## src/rtl/cmos_capture.sv

```systemverilog
// CMOS sensor capture: registers the 8-bit sensor bus, frames on VSYNC/HREF and packs byte pairs into RGB565 words.
// Optional line/frame statistics are built when CMOS_CAPTURE_STATS_EN is defined.
`timescale 1ns/1ps
module cmos_capture #(
  parameter int FRAME_SKIP = 2,
  parameter int H_PIX      = 1024,
  parameter int V_LINES    = 720
) (
  input  logic        cmos_pclk,
  input  logic        RST,
  input  logic        cmos_vsyn,
  input  logic        cmos_href,
  input  logic [7:0]  cmos_data,
  input  logic        fifo_full,
  output logic [15:0] pix_data,
  output logic        pix_valid,
  output logic        frame_start,
  output logic        frame_end,
  output logic        overflow,
  output logic [15:0] line_cnt,
  output logic        size_err
);

  typedef enum logic [1:0] {IDLE, VBLANK, SKIP, ACTIVE} state_t;

  localparam logic [7:0] SKIP_N = 8'(FRAME_SKIP);

  logic       vs_r, vs_r1, hr_r;
  logic [7:0] d_r;
  state_t     state, state_nx;
  logic       start_nx, end_nx, skip_inc;
  logic [7:0] skip_cnt;
  logic       ph;
  logic [7:0] hi;
  logic       vs_fall, vs_rise, pack_en, pix_slot;

  assign vs_fall  = vs_r1 & ~vs_r;
  assign vs_rise  = ~vs_r1 & vs_r;
  // A vs rise aborts packing so any half pixel is thrown away.
  assign pack_en  = (state == ACTIVE) && !vs_rise;
  assign pix_slot = pack_en && hr_r && ph;

  // Input register stage
  always_ff @(posedge cmos_pclk) begin
    if (RST) begin
      vs_r  <= 1'b0;
      vs_r1 <= 1'b0;
      hr_r  <= 1'b0;
      d_r   <= 8'd0;
    end else begin
      vs_r  <= cmos_vsyn;
      vs_r1 <= vs_r;
      hr_r  <= cmos_href;
      d_r   <= cmos_data;
    end
  end

  // Frame state register
  always_ff @(posedge cmos_pclk) begin
    if (RST) begin
      state       <= IDLE;
      skip_cnt    <= 8'd0;
      frame_start <= 1'b0;
      frame_end   <= 1'b0;
    end else begin
      state       <= state_nx;
      frame_start <= start_nx;
      frame_end   <= end_nx;
      if (skip_inc) skip_cnt <= skip_cnt + 8'd1;
    end
  end

  always_comb begin
    state_nx = state;
    start_nx = 1'b0;
    end_nx   = 1'b0;
    skip_inc = 1'b0;
    case (state)
      IDLE: begin
        if (vs_r) state_nx = VBLANK;
      end
      VBLANK: begin
        if (vs_fall) begin
          if (skip_cnt < SKIP_N) begin
            skip_inc = 1'b1;
            state_nx = SKIP;
          end else begin
            start_nx = 1'b1;
            state_nx = ACTIVE;
          end
        end
      end
      SKIP: begin
        if (vs_rise) state_nx = VBLANK;
      end
      ACTIVE: begin
        if (vs_rise) begin
          end_nx   = 1'b1;
          state_nx = VBLANK;
        end
      end
      default: state_nx = IDLE;
    endcase
  end

  // Byte-pair packing stage
  always_ff @(posedge cmos_pclk) begin
    if (RST) begin
      ph        <= 1'b0;
      hi        <= 8'd0;
      pix_data  <= 16'd0;
      pix_valid <= 1'b0;
      overflow  <= 1'b0;
    end else begin
      pix_valid <= 1'b0;
      if (!pack_en || !hr_r) begin
        ph <= 1'b0;
      end else if (!ph) begin
        hi <= d_r;
        ph <= 1'b1;
      end else begin
        ph <= 1'b0;
        if (fifo_full) begin
          overflow <= 1'b1;
        end else begin
          pix_valid <= 1'b1;
          pix_data  <= {hi, d_r};
        end
      end
    end
  end

`ifdef CMOS_CAPTURE_STATS_EN
  localparam logic [15:0] H_N = 16'(H_PIX);
  localparam logic [15:0] V_N = 16'(V_LINES);

  logic        hr_r1;
  logic [15:0] pcnt, lines;
  logic        serr;
  logic        hr_rise, hr_fall;

  assign hr_rise = pack_en && hr_r && !hr_r1;
  assign hr_fall = pack_en && !hr_r && hr_r1;

  // Line / frame size statistics
  always_ff @(posedge cmos_pclk) begin
    if (RST) begin
      hr_r1 <= 1'b0;
      pcnt  <= 16'd0;
      lines <= 16'd0;
      serr  <= 1'b0;
    end else begin
      hr_r1 <= hr_r;
      if (start_nx) lines <= 16'd0;
      else if (hr_fall) lines <= lines + 16'd1;
      if (hr_rise) pcnt <= 16'd0;
      else if (pix_slot) pcnt <= pcnt + 16'd1;
      // ph still set at the falling edge means a trailing odd byte was dropped.
      if (hr_fall && (pcnt != H_N || ph)) serr <= 1'b1;
      if (end_nx && lines != V_N) serr <= 1'b1;
    end
  end

  assign line_cnt = lines;
  assign size_err = serr;
`else
  assign line_cnt = 16'd0;
  assign size_err = 1'b0;
`endif

endmodule

```

## config.mk

```make
export PLATFORM = sky130hd
export DESIGN_NAME = cmos_capture
export DESIGN_NICKNAME = d
export VERILOG_FILES = /design/src/rtl/cmos_capture.sv
export SDC_FILE = /design/constraint.sdc
export NUM_CORES = 1
export LEC_CHECK = 0
export ABC_AREA = 1
export ABC_CLOCK_PERIOD_IN_PS = 2550
export BUFFER_PORTS_ARGS = -buffer_cell sky130_fd_sc_hd__buf_2
export CORE_MARGIN = 8
export CORE_UTILIZATION = 54
export CTS_CLUSTER_SIZE = 30
export DETAILED_ROUTE_END_ITERATION = 10
export GPL_TIMING_DRIVEN = 0
export PLACE_DENSITY = 0.92
export SYNTH_ARGS = -nofsm -noshare
export SYNTH_HDL_FRONTEND = slang
export SYNTH_SLANG_ARGS = --single-unit
export TNS_END_PERCENT = 1
```

## constraint.sdc

```tcl
create_clock -name cmos_pclk -period 2.55 [get_ports cmos_pclk]
set_clock_uncertainty 0.05 [all_clocks]
set_input_delay 0.6375 -clock cmos_pclk [delete_from_list [all_inputs] [get_ports cmos_pclk]]
set_output_delay 0.6375 -clock cmos_pclk [all_outputs]
set_load 0.02 [all_outputs]
```

# Yosys cells after proc, flatten, opt, wreduce, memory -nomap -nowiden
# Cells that the tools add are included.
dict set report totals {
  regBits 50
  latchBits 0
  mem_bits_rw 0
  rom_bits 0
  in_bits 13
  out_inout_bits 37
  elab_cells 58
  memories 0
}
dict set report op_classes {
  n_addsub 1
  n_mul 0
  n_div 0
  magnitude_cmp 1
  eq_ne 6
  n_shift 0
  muxes 12
  n_bitwise 10
  reduce_logical 15
}
# cell n
set op_table {}
lappend op_table {{$reduce_and A3 Y1} 3}
lappend op_table {{$add A8 B1 Y8 const B} 1}
lappend op_table {{$lt A8 B2 Y1 const B} 1}
lappend op_table {{$mux W1} 8}
lappend op_table {{$not A1 Y1} 8}
lappend op_table {{$mux W2} 3}
lappend op_table {{$pmux W2 S3} 1}
lappend op_table {{$reduce_or A2 Y1} 3}
lappend op_table {{$reduce_or A3 Y1} 2}
lappend op_table {{$eq A2 B2 Y1 const B} 2}
lappend op_table {{$ne A2 B2 Y1 const B} 2}
lappend op_table {{$logic_not A1 Y1} 3}
lappend op_table {{$and A1 B1 Y1} 2}
lappend op_table {{$eq A2 B1 Y1 const B} 1}
lappend op_table {{$logic_not A2 Y1} 1}
lappend op_table {{$ne A2 B1 Y1 const B} 1}
lappend op_table {{$reduce_and A2 Y1} 1}
lappend op_table {{$logic_and A1 B1 Y1} 1}
lappend op_table {{$logic_or A1 B1 Y1} 1}

# Longest topological paths before layout
# Gate-level depths: netlist of the first run.
dict set report depth {
  depth_word 8
  ltp_mapped 8
  depth_no_buf 8
}

# Worst setup path before layout of the first run
# No wires, ideal clock.
dict set report synth_path {
  kind {input -> register}
  from {in fifo_full}
  to {reg pix_data[6]}
  setup_time_ns 0.113
  arrival_time_ns 1.145
  t_required_ns 2.387
  slack_ns 1.243
  cell_stages 5
  path_buffers 1
  cell_sequence {inv_1 > buf_2 > nand4_1 > nand2_1 > nor2_1}
}
dict set report synth_between {
  elab_chain_len 2
}
# element line_no
set synth_lines {}
lappend synth_lines {{from (decl)} 14} ;# input logic fifo_full,
lappend synth_lines {{$not A1 Y1 (no line)} n/a}
lappend synth_lines {{$reduce_and A3 Y1 (no line)} n/a}
lappend synth_lines {{to (signal assigned)} 127} ;# pix_data <= {hi, d_r};
lappend synth_lines {{to (decl)} 15} ;# output logic [15:0] pix_data,
# Every way passes these cells.
# A chain may end at the register's enable or synchronous reset.

# Final worst setup path of the first run
dict set report layout_path {
  from {reg overflow}
  to {out overflow}
}
# element line_no
set layout_lines {}
lappend layout_lines {{from (decl)} 19} ;# output logic overflow,
lappend layout_lines {{from (signal assigned)} 113} ;# overflow <= 1'b0;
lappend layout_lines {{from (signal assigned)} 124} ;# overflow <= 1'b1;
# No word-level cell between the ends.

==> metrics.txt, run 1 <==
fin. max-slew vios=0; total CTS buffers=5; period utilization=between 50% and 60%; Post-DRT Antenna Nets=0; Max Cap Violations=0; Die Wd=between 70 and 80 um; Worst EP arrival=0.82 ns; detailed placement HPWL=between 3000 and 4000 um; Hold Path Origin=skip_cnt[4]; dpl cells=357; slowest cell on the critical path=dfxtp_1; Slew @ Worst Pin=between 0.5 and 0.6 ns; Top Family by Delay on Critical Path=flip-flops; CTS HTree Levels=2; Crit. End Element=output port; CP max stage delay=0.35 ns; GRT Overall Usage=~14%; sequential cell area fraction in the yosys report=between 40% and 50%; top-count cell post-synth=nor2_1; clk_lat worst skew=around 0.30 ns; FF-to-FF path depth=8; DRC violations left=0; Setup CP Type=reg -> out; Lkg Pwr=roughly 1.2 nW; async set or reset register ratio after synthesis=0%; Fill cells=~290; hold endpoint=skip_cnt[4]; Mapped Cells=between 200 and 300; required time of the critical path=about 1.9 ns; Avg Cell Area, Syn=slightly below 8 um2; IO Count=50; clock sink total=50; Placer Congestion=0.796; Yosys reg bits=50; initial DRC count=75; first-pass GRT wire length=between 6000 and 7000 um; synthesized cell area=2020 um2; crit-path max FO=2; R2R Path End=pix_data[14]; CP bufs+invs=1; CTS tree=built; Placement Setup Slack=0.979 ns; Overflow after GRT=0; Final min period=around 1.5 ns; Hold Path Class=reg -> reg; Reg2Reg Setup Slack=between 1 and 1.5 ns; Hold Vio Cnt, Final=0; clk root buf=clkbuf_8; worst reg2reg startpoint=vs_r1; Layout Cells excl Fill=roughly 370; PwrDens=642 nW/um2; pin count of the biggest net entering global routing=16; routed via count=~1.6k; top-area cell type share of the netlist area=49.5%; DRT Pass-1 Iters=4; CTS resizes=0; slack of the critical path=approximately 1.0 ns; register area=1000 um2; final setup vio count=0; setup tns final=0 ns; status=finished, final reports clean; layout cells sized above 1=around a quarter; RSZ-0062 raised after global routing=no; Post-synth top flop=dfxtp_1; Hold WS=0.386 ns; crit path launch type=flip-flop; crit-path cells=buf_2; YS warnings=0; Hold Buf Count CTS=0; Slew headroom=66.4%; post-CTS setup buffers=0; initial antenna violation count=0; Distinct cells, synth=25; largest area contributor in the netlist=dfxtp_1; Max Clock Freq=663 MHz; Power, Total=0.00157 W; synth cell count leaders=nor2_1, dfxtp_1, inv_1; number of port buffers=32; multi-input logic area=728 um2; Starting Density=55.6%; Clock Tree Buf Depth=2; vias per inst=about 4.5; drt total wl=a little over 4000 um; Clock Pin Slew Worst Setup and Hold Paths=~0.08 ns; top cells by area, synth=dfxtp_1, nor2_1, inv_1; Die ar.=5960 um2; Antenna Cells=0; Post-synth EDFFs=0; Worst VDD drop=slightly above 0.0003 V; Post-layout nets=330; Die Height=roughly 77 um; hold path depth=2; synthesis-to-layout area growth=20.9%; via count of the first global-routing pass=1,582; core footprint=approximately 3600 um2; per-cell routed wire length=11.3 um; Core Rows=22
## cell usage in the layout (no fill, tap or decap), drive strengths merged
master	n
a21oi	5
buf	58
bufinv	2
clkbuf	7
clkinv	1
conb	17
dfxtp	50
ha	1
inv	42
nand2	29
nand3	6
nand4	17
nor2	70
nor3	3
o21ai	9
## area by class of cell
type	count	share of cell area, %
inverter	43	6.81
timing repair buffer	32	6.55
multi-input combinational	157	29.8
sequential	50	41.0
tap	48	2.46
clock buffer	6	3.38
clock inverter	2	2.46
buffer	27	7.58
## registers in the layout, indices dropped and copies added (netlist names)
name	count
hr_r	1
frame_end	1
frame_start	1
pix_data	16
state	2
pix_valid	1
skip_cnt	8
vs_r	1
overflow	1
d_r	8
ph	1
vs_r1	1
hi	8
## kinds of logic (layout without fill, tap and decap cells)
family / Yosys count / count (layout) / synth area share (%)
simple gates: 125 / 125 / 28.6
buf+inv: 70 / 110 / 17.4
flops: 50 / 50 / 49.5
compound gates: 14 / 14 / 3.65
fa+ha+maj: 1 / 1 / 0.619
other cells: 1 / 17 / 0.186
## routing by layer
metal / routed length, um / share of wire (%) / global-route usage, % / up-vias
met4: 119 / 2.9 / 8.49 / 0
met2: 2080 / 51 / 24.5 / 48
li1: - / - / - / 870
met5: 0 / 0 / 0 / -
met3: 276 / 6.7 / 5.59 / 11
met1: 1640 / 40 / 13.0 / 718
## metrics by stage
step	cell area [um2]	util (%)
after floorplan	2080	-
after global placement	2300	63.3
after detailed placement	2300	63.3
after CTS	2440	67.3
after global routing	2440	67.3
final	2440	67.3
## power by group
part | switching (W) | internal, W | leakage [nW]
clock network | 0.000249 | 0.000418 | 0.0714
registers | 0.00000782 | 0.000791 | 0.406
logic | 0.0000644 | 0.0000383 | 0.697
## how the worst max path moves through the flow
stage / from / endpoint / slack, ns / cells after the start
6_report: overflow / overflow / 1.04 / 1
5_1_grt: overflow / overflow / 0.99 / 1
4_1_cts: overflow / overflow / 1.03 / 1
3_5_place_dp: fifo_full / pix_data[6] / 0.98 / 6
3_3_place_gp: fifo_full / pix_data[6] / 1.02 / 6
2_1_floorplan: fifo_full / pix_data[6] / 1.24 / 5
No activity file was read; power rests on OpenSTA's default activity.
==> run 2: changes to the inputs <==
==> config.mk (replaced) <==
export PLATFORM = sky130hd
export DESIGN_NAME = cmos_capture
export DESIGN_NICKNAME = d
export VERILOG_FILES = /design/src/rtl/cmos_capture.sv
export SDC_FILE = /design/constraint.sdc
export NUM_CORES = 1
export LEC_CHECK = 0
export ABC_AREA = 0
export ABC_CLOCK_PERIOD_IN_PS = 1200
export BUFFER_PORTS_ARGS = -buffer_cell sky130_fd_sc_hd__buf_2
export CORE_MARGIN = 8
export CORE_UTILIZATION = 47
export CTS_CLUSTER_SIZE = 30
export DETAILED_ROUTE_END_ITERATION = 10
export GPL_TIMING_DRIVEN = 0
export PLACE_DENSITY = 0.86
export SYNTH_ARGS = -nofsm -noshare
export SYNTH_HDL_FRONTEND = slang
export SYNTH_SLANG_ARGS = --single-unit
export TNS_END_PERCENT = 1
==> constraint.sdc (replaced) <==
create_clock -name cmos_pclk -period 1.2 [get_ports cmos_pclk]
set_clock_uncertainty 0.05 [all_clocks]
set_input_delay 0.3 -clock cmos_pclk [delete_from_list [all_inputs] [get_ports cmos_pclk]]
set_output_delay 0.3 -clock cmos_pclk [all_outputs]
set_load 0.02 [all_outputs]
==> run 2 against run 1 <==
  * The flow now finishes with violations (negative setup slack)
  * Final cell count down 12%
  * Via count up 3.8%
  * Total power up 98%
  * Worst setup slack worse by 1.4 ns
  * Core utilization down 7.1 points
  * Largest power group unchanged
==> metrics.txt, run 2 <==
status=complete, but fails checks; failing checks=negative setup slack; met3 wire length=362 um (+31%); combinational family with the most area after synthesis=simple AND/OR/NAND/NOR gates; Slew headroom=64.1% (-2.3 points); Core Rows=24 (+9.1%); via count of the first global-routing pass=1,718 (+8.6%); dpl cells=314 (-12%); drt total wl=4650 um (+13%); Hold Vio Cnt, Final=0 (unchanged); GRT Overall Usage=14.0% (+0.20 points); Biggest register=pix_data; Post-synth top flop=dfxtp_1; Antenna Cells=0 (unchanged); top layer in use=met4; Placed Area=2320 um2 (+0.87%); simple-gate area share of the yosys netlist=21.5% (-7.1 points); DRT Pass-1 Iters=4 (unchanged); post-synthesis mux area share=0.556% (+0.56 points); final setup vio count=24 (+24); Post-layout nets=283 (-14%); Die ar.=6670 um2 (+12%); Layout Cells excl Fill=322 (-12%); Max Cap Violations=0 (unchanged); CTS tree=built; Avg Cell Area, Syn=9.47 um2 (+22%); crit-path max FO=3 (+1); required time of the critical path=1.35 ns (-0.51 ns); Placement Setup Slack=-0.409 ns (-1.39 ns); Hold WS=0.151 ns (-0.235 ns); Clock Tree Buf Depth=2 (unchanged); Lkg Pwr=1.03 nW (-12%); Worst VDD drop=0.000859 V (+180%); slack of the critical path=-0.311 ns (-1.35 ns); Synth Area in XOR/XNOR=0% (unchanged); largest area contributor in the netlist=dfxtp_1; total CTS buffers=5 (unchanged); sequential cell area fraction in the yosys report=49.4% (-0.12 points); met2 wire len=2300 um (+10%); commonest cells after routing, fill and taps aside=dfxtp_1, buf_2, a21oi_1; period utilization=126%; synthesized cell area=2030 um2 (+0.25%); core footprint=4260 um2 (+17%); per-cell routed wire length=14.5 um (+28%); crit path launch type=flip-flop; max FFs per register=16 (unchanged); Hold Path Class=in -> reg; routed via count=1,709 (+3.8%); Hold Buf Count CTS=0 (unchanged); Setup CP Type=reg -> reg; Fill cells=370 (+26%); vias per inst=5.31 (+18%); post-synthesis adder-cell area fraction=0.618% (-0.0015 points); RSZ-0062 raised after global routing=yes; Post-DRT Antenna Nets=0 (unchanged); detailed placement HPWL=3320 um (+7.7%); Post-synth EDFFs=0 (unchanged); pin count of the biggest net entering global routing=16 (unchanged); Distinct cells, synth=31 (+24%); Final min period=~1.5 ns; top cells by area, synth=dfxtp_1, o31ai_1, nand4_1; Clock Pin Slew Worst Setup and Hold Paths=0.09 ns (about the same); M1 wire length=1940 um (+18%); top-count cell post-synth=dfxtp_1; clk_lat worst skew=0.30 ns (about the same); Die Height=81.7 um (+5.8%); DRC violations left=0 (unchanged); Mapped Cells=214 (-18%); register area=1010 um2 (+1.0%); synthesis-to-layout area growth=26.6%; initial DRC count=146 (+95%); multi-input logic area=925 um2 (+27%); Max Clock Freq=662 MHz; Worst EP arrival=1.66 ns (+0.84 ns); clock sink total=50 (unchanged); post-CTS setup buffers=0 (unchanged); IO Count=50 (unchanged); Placer Congestion=0.863 (+8.4%); initial antenna violation count=0 (unchanged); Compound-Gate Fraction of Synth Area=16.9% (+13 points); Crit. End Element=flip-flop; Overflow after GRT=0 (unchanged); layout cells sized above 1=36.7% (+13 points); first-pass GRT wire length=7420 um (+11%); PwrDens=1210 nW/um2 (+89%); async set or reset register ratio after synthesis=0% (unchanged); synth cell count leaders=dfxtp_1, a21oi_1, nand4_1, o31ai_1, nor2b_1; CTS HTree Levels=2 (unchanged); commonest non-fill, non-tap cell in the layout=dfxtp_1; number of port buffers=32 (unchanged); Slew @ Worst Pin=0.538 ns (+0.0340 ns); clk root buf=clkbuf_8; fin. max-slew vios=0 (unchanged); YS warnings=0 (unchanged); Yosys reg bits=50 (unchanged); Starting Density=47.5% (-8.1 points); Die Wd=81.7 um (+5.8%); post-route cell area=2560 um2 (+5.0%); top-area cell type share of the netlist area=49.4% (-0.12 points)
-- run 2: final timing paths --
path                                    from            to  cells past startpoint  slack (ns)
worst min register to register  pix_data[11]  pix_data[11]                      2        0.41
worst max-delay path             skip_cnt[6]   skip_cnt[0]                      3       -0.31
worst max register to register   skip_cnt[6]   skip_cnt[0]                      3       -0.31
worst min-delay path            cmos_data[3]        d_r[3]                      2        0.15
-- run 2: stage by stage --
step | power [W] | setup TNS (ns) | util (%)
after CTS | 0.00310 | -4.01 | 58.9
after global routing | 0.00321 | -5.43 | 60.2
after global placement | 0.00195 | -7.85 | 54.4
after detailed placement | 0.00196 | -8.73 | 54.4
after floorplan | 0.00190 | -2.02 | -
final | 0.00311 | -3.54 | 60.2
-- run 2: repair_timing --
action	4_1_cts	5_1_grt
endpoints found under the setup margin	34	37
gates resized for setup	31	21
pin swaps	2	9
-- run 2: critical path: stages (launching register included) --
cell	delay, ns
dfxtp_2	0.32
or4_4	0.57
nor3_4	0.16
mux2_4	0.31
-- run 2: final cells by class --
cell class              count  share of cell area [%]
well taps                  52                    2.54
clock buffers               5                    2.68
plain buffers              38                    10.8
clock inverters             3                    1.56
multi-input cells         140                    36.0
repair buffers             32                    6.63
flip-flops and latches     50                    39.4
inverters                   2                   0.293
-- run 2: cell families after synthesis --
group,after synthesis
AND/OR/NAND/NOR,68
AO/OA/AOI/OAI,53
buffers and inverters,40
adder cells (fa/ha/maj),1
multiplexers,1
other,1
flip-flops,50
-- run 2: metal layers --
metal  global-route usage, %  vias to the layer above
li1                        -                      851
met1                    15.7                      796
met2                    25.0                       54
met3                    3.72                        8
met4                    5.26                        0
met5                       0                        -
-- run 2: power by group --
part / total [W] / switching (W) / internal [W]
sequential: 0.00170 / 0.0000191 / 0.00168
combinational: 0.000240 / 0.000146 / 0.0000933
clock: 0.00117 / 0.000555 / 0.000614
total: 0.00311 / 0.000720 / 0.00239
==> run 3: changes to the inputs <==
--- a/config.mk
+++ b/config.mk
@@ -14,6 +14,7 @@
 export DETAILED_ROUTE_END_ITERATION = 10
 export GPL_TIMING_DRIVEN = 0
 export PLACE_DENSITY = 0.86
+export SETUP_SLACK_MARGIN = 0.05
 export SYNTH_ARGS = -nofsm -noshare
 export SYNTH_HDL_FRONTEND = slang
 export SYNTH_SLANG_ARGS = --single-unit
==> run 3 against run 2 <==
  * The run still ends with negative setup slack left
  * Combinational power is essentially flat
  * Register-to-register slack hardly changed
  * Clock power about the same
  * Non-clock buffer count did not move
  * Critical path type unchanged
  * Critical endpoint unchanged
==> metrics.txt, run 3 (synthesis gave the netlist of run 2 again) <==
multi-input logic area=920 um2 (-0.54%); first-pass GRT wire length=7460 um (+0.55%); fin. max-slew vios=0 (unchanged); Die ar.=6670 um2 (unchanged); drt total wl=4720 um (+1.5%); total CTS buffers=5 (unchanged); detailed placement HPWL=3320 um (unchanged); Post-layout nets=283 (unchanged); Biggest register=pix_data; initial DRC count=209 (+43%); Worst EP arrival=1.67 ns (about the same); failing checks=negative setup slack; Hold Vio Cnt, Final=0 (unchanged); Max Clock Freq=658 MHz (-0.55%); Core Rows=24 (unchanged); Worst VDD drop=0.000858 V (-0.15%); slack of the critical path=-0.319 ns (-0.00830 ns); Starting Density=47.5% (unchanged); crit path launch type=flip-flop; period utilization=127% (+0.69 points); GRT Overall Usage=14.1% (+0.068 points); Fill cells=365 (-1.4%); DRT Pass-1 Iters=5 (+1); per-cell routed wire length=14.7 um (+1.5%); Clock Tree Buf Depth=2 (unchanged); final setup vio count=24 (unchanged); synthesis-to-layout area growth=28.8%; Die Height=81.7 um (unchanged); Hold Buf Count CTS=0 (unchanged); CTS tree=built; Clock Pin Slew Worst Setup and Hold Paths=0.08 ns (about the same); routed via count=1,712 (+0.18%); Max Cap Violations=0 (unchanged); Post-DRT Antenna Nets=0 (unchanged); register area=1010 um2 (+0.12%); clk_lat worst skew=0.30 ns (about the same); setup tns final=-3.63 ns (-0.0866 ns); post-CTS setup buffers=0 (unchanged); core footprint=4260 um2 (unchanged); Overflow after GRT=0 (unchanged); number of port buffers=32 (unchanged); required time of the critical path=1.35 ns (about the same); Slew @ Worst Pin=0.544 ns (+0.00531 ns); commonest non-fill, non-tap cell in the layout=dfxtp_1; Antenna Cells=0 (unchanged); via count of the first global-routing pass=1,699 (-1.1%); Placer Congestion=0.863 (unchanged); commonest cells after routing, fill and taps aside=dfxtp_1, buf_4, a21oi_1; Final min period=1.52 ns (+0.00830 ns); RSZ-0062 raised after global routing=yes; Crit. End Element=flip-flop; CTS HTree Levels=2 (unchanged); Slew headroom=63.8% (-0.35 points); initial antenna violation count=0 (unchanged); pin count of the biggest net entering global routing=16 (unchanged); layout cells sized above 1=36.7% (unchanged); max FFs per register=16 (unchanged); status=complete, but fails checks; Layout Utilization=61.2% (+1.0 points); IO Count=50 (unchanged); Hold Path Class=in -> reg; clk root buf=clkbuf_8; vias per inst=5.32 (+0.18%); PwrDens=1190 nW/um2 (-1.8%); crit-path max FO=3 (unchanged); clock sink total=50 (unchanged); Setup CP Type=reg -> reg; Die Wd=81.7 um (unchanged); Lkg Pwr=1.03 nW (+0.18%); DRC violations left=0 (unchanged)
-- run 3: cell types whose count changed in the layout (fill, tap and decap cells not counted), sizes merged --
| cell | delta |
|---|---|
| buf | +1 |
| clkbuf | -1 |
-- run 3: per-stage QoR --
step | setup slack, ns | hold WS (ns) | total power [W] | instance area (um2) | std cells
2_1_floorplan | -0.254 | 0.329 | 0.00190 | 2100 | 230
3_3_place_gp | -0.364 | 0.399 | 0.00195 | 2320 | 314
3_5_place_dp | -0.409 | 0.409 | 0.00196 | 2320 | 314
4_1_cts | -0.320 | 0.152 | 0.00310 | 2550 | 322
5_1_grt | -0.342 | 0.167 | 0.00322 | 2610 | 322
6_report | -0.319 | 0.153 | 0.00310 | 2610 | 322
-- run 3: cell type report --
class,count,share of cell area [%]
well taps,52,2.49
clock buffers,5,2.64
inverters,2,0.288
multi-input cells,140,35.3
repair buffers,32,8.25
plain buffers,38,10.7
flip-flops and latches,50,38.8
clock inverters,3,1.53
-- run 3: power breakdown --
| group | leakage [nW] | switching, W | internal, W |
|---|---|---|---|
| Combinational | 0.566 | 0.000146 | 0.0000942 |
| Sequential | 0.410 | 0.0000191 | 0.00168 |
| Clock | 0.0579 | 0.000549 | 0.000614 |
-- run 3: per-layer routing --
layer | vias up | share of wire (%) | track usage (%)
li1 | 849 | - | -
met1 | 799 | 40 | 16.2
met2 | 59 | 50 | 24.7
met3 | 5 | 8.6 | 3.72
met4 | 0 | 0.89 | 5.09
met5 | - | 0 | 0
-- run 3: worst max-delay path: stages (launching register included) --
cell and delay [ns]:
dfxtp_2 0.32, or4_4 0.57, nor3_4 0.17, mux2_4 0.31
-- run 3: what timing repair did --
item                       in CTS  in global routing
pin swaps                       3                 11
setup endpoints to repair      49                 53
gates resized for setup        47                 26
-- run 3: final timing paths --
check	from	to	slack [ns]	cells past startpoint
setup / recovery	skip_cnt[6]	skip_cnt[0]	-0.32	3
hold / removal	cmos_data[3]	d_r[3]	0.15	2
setup reg to reg	skip_cnt[6]	skip_cnt[0]	-0.32	3
hold reg to reg	skip_cnt[3]	skip_cnt[3]	0.42	1
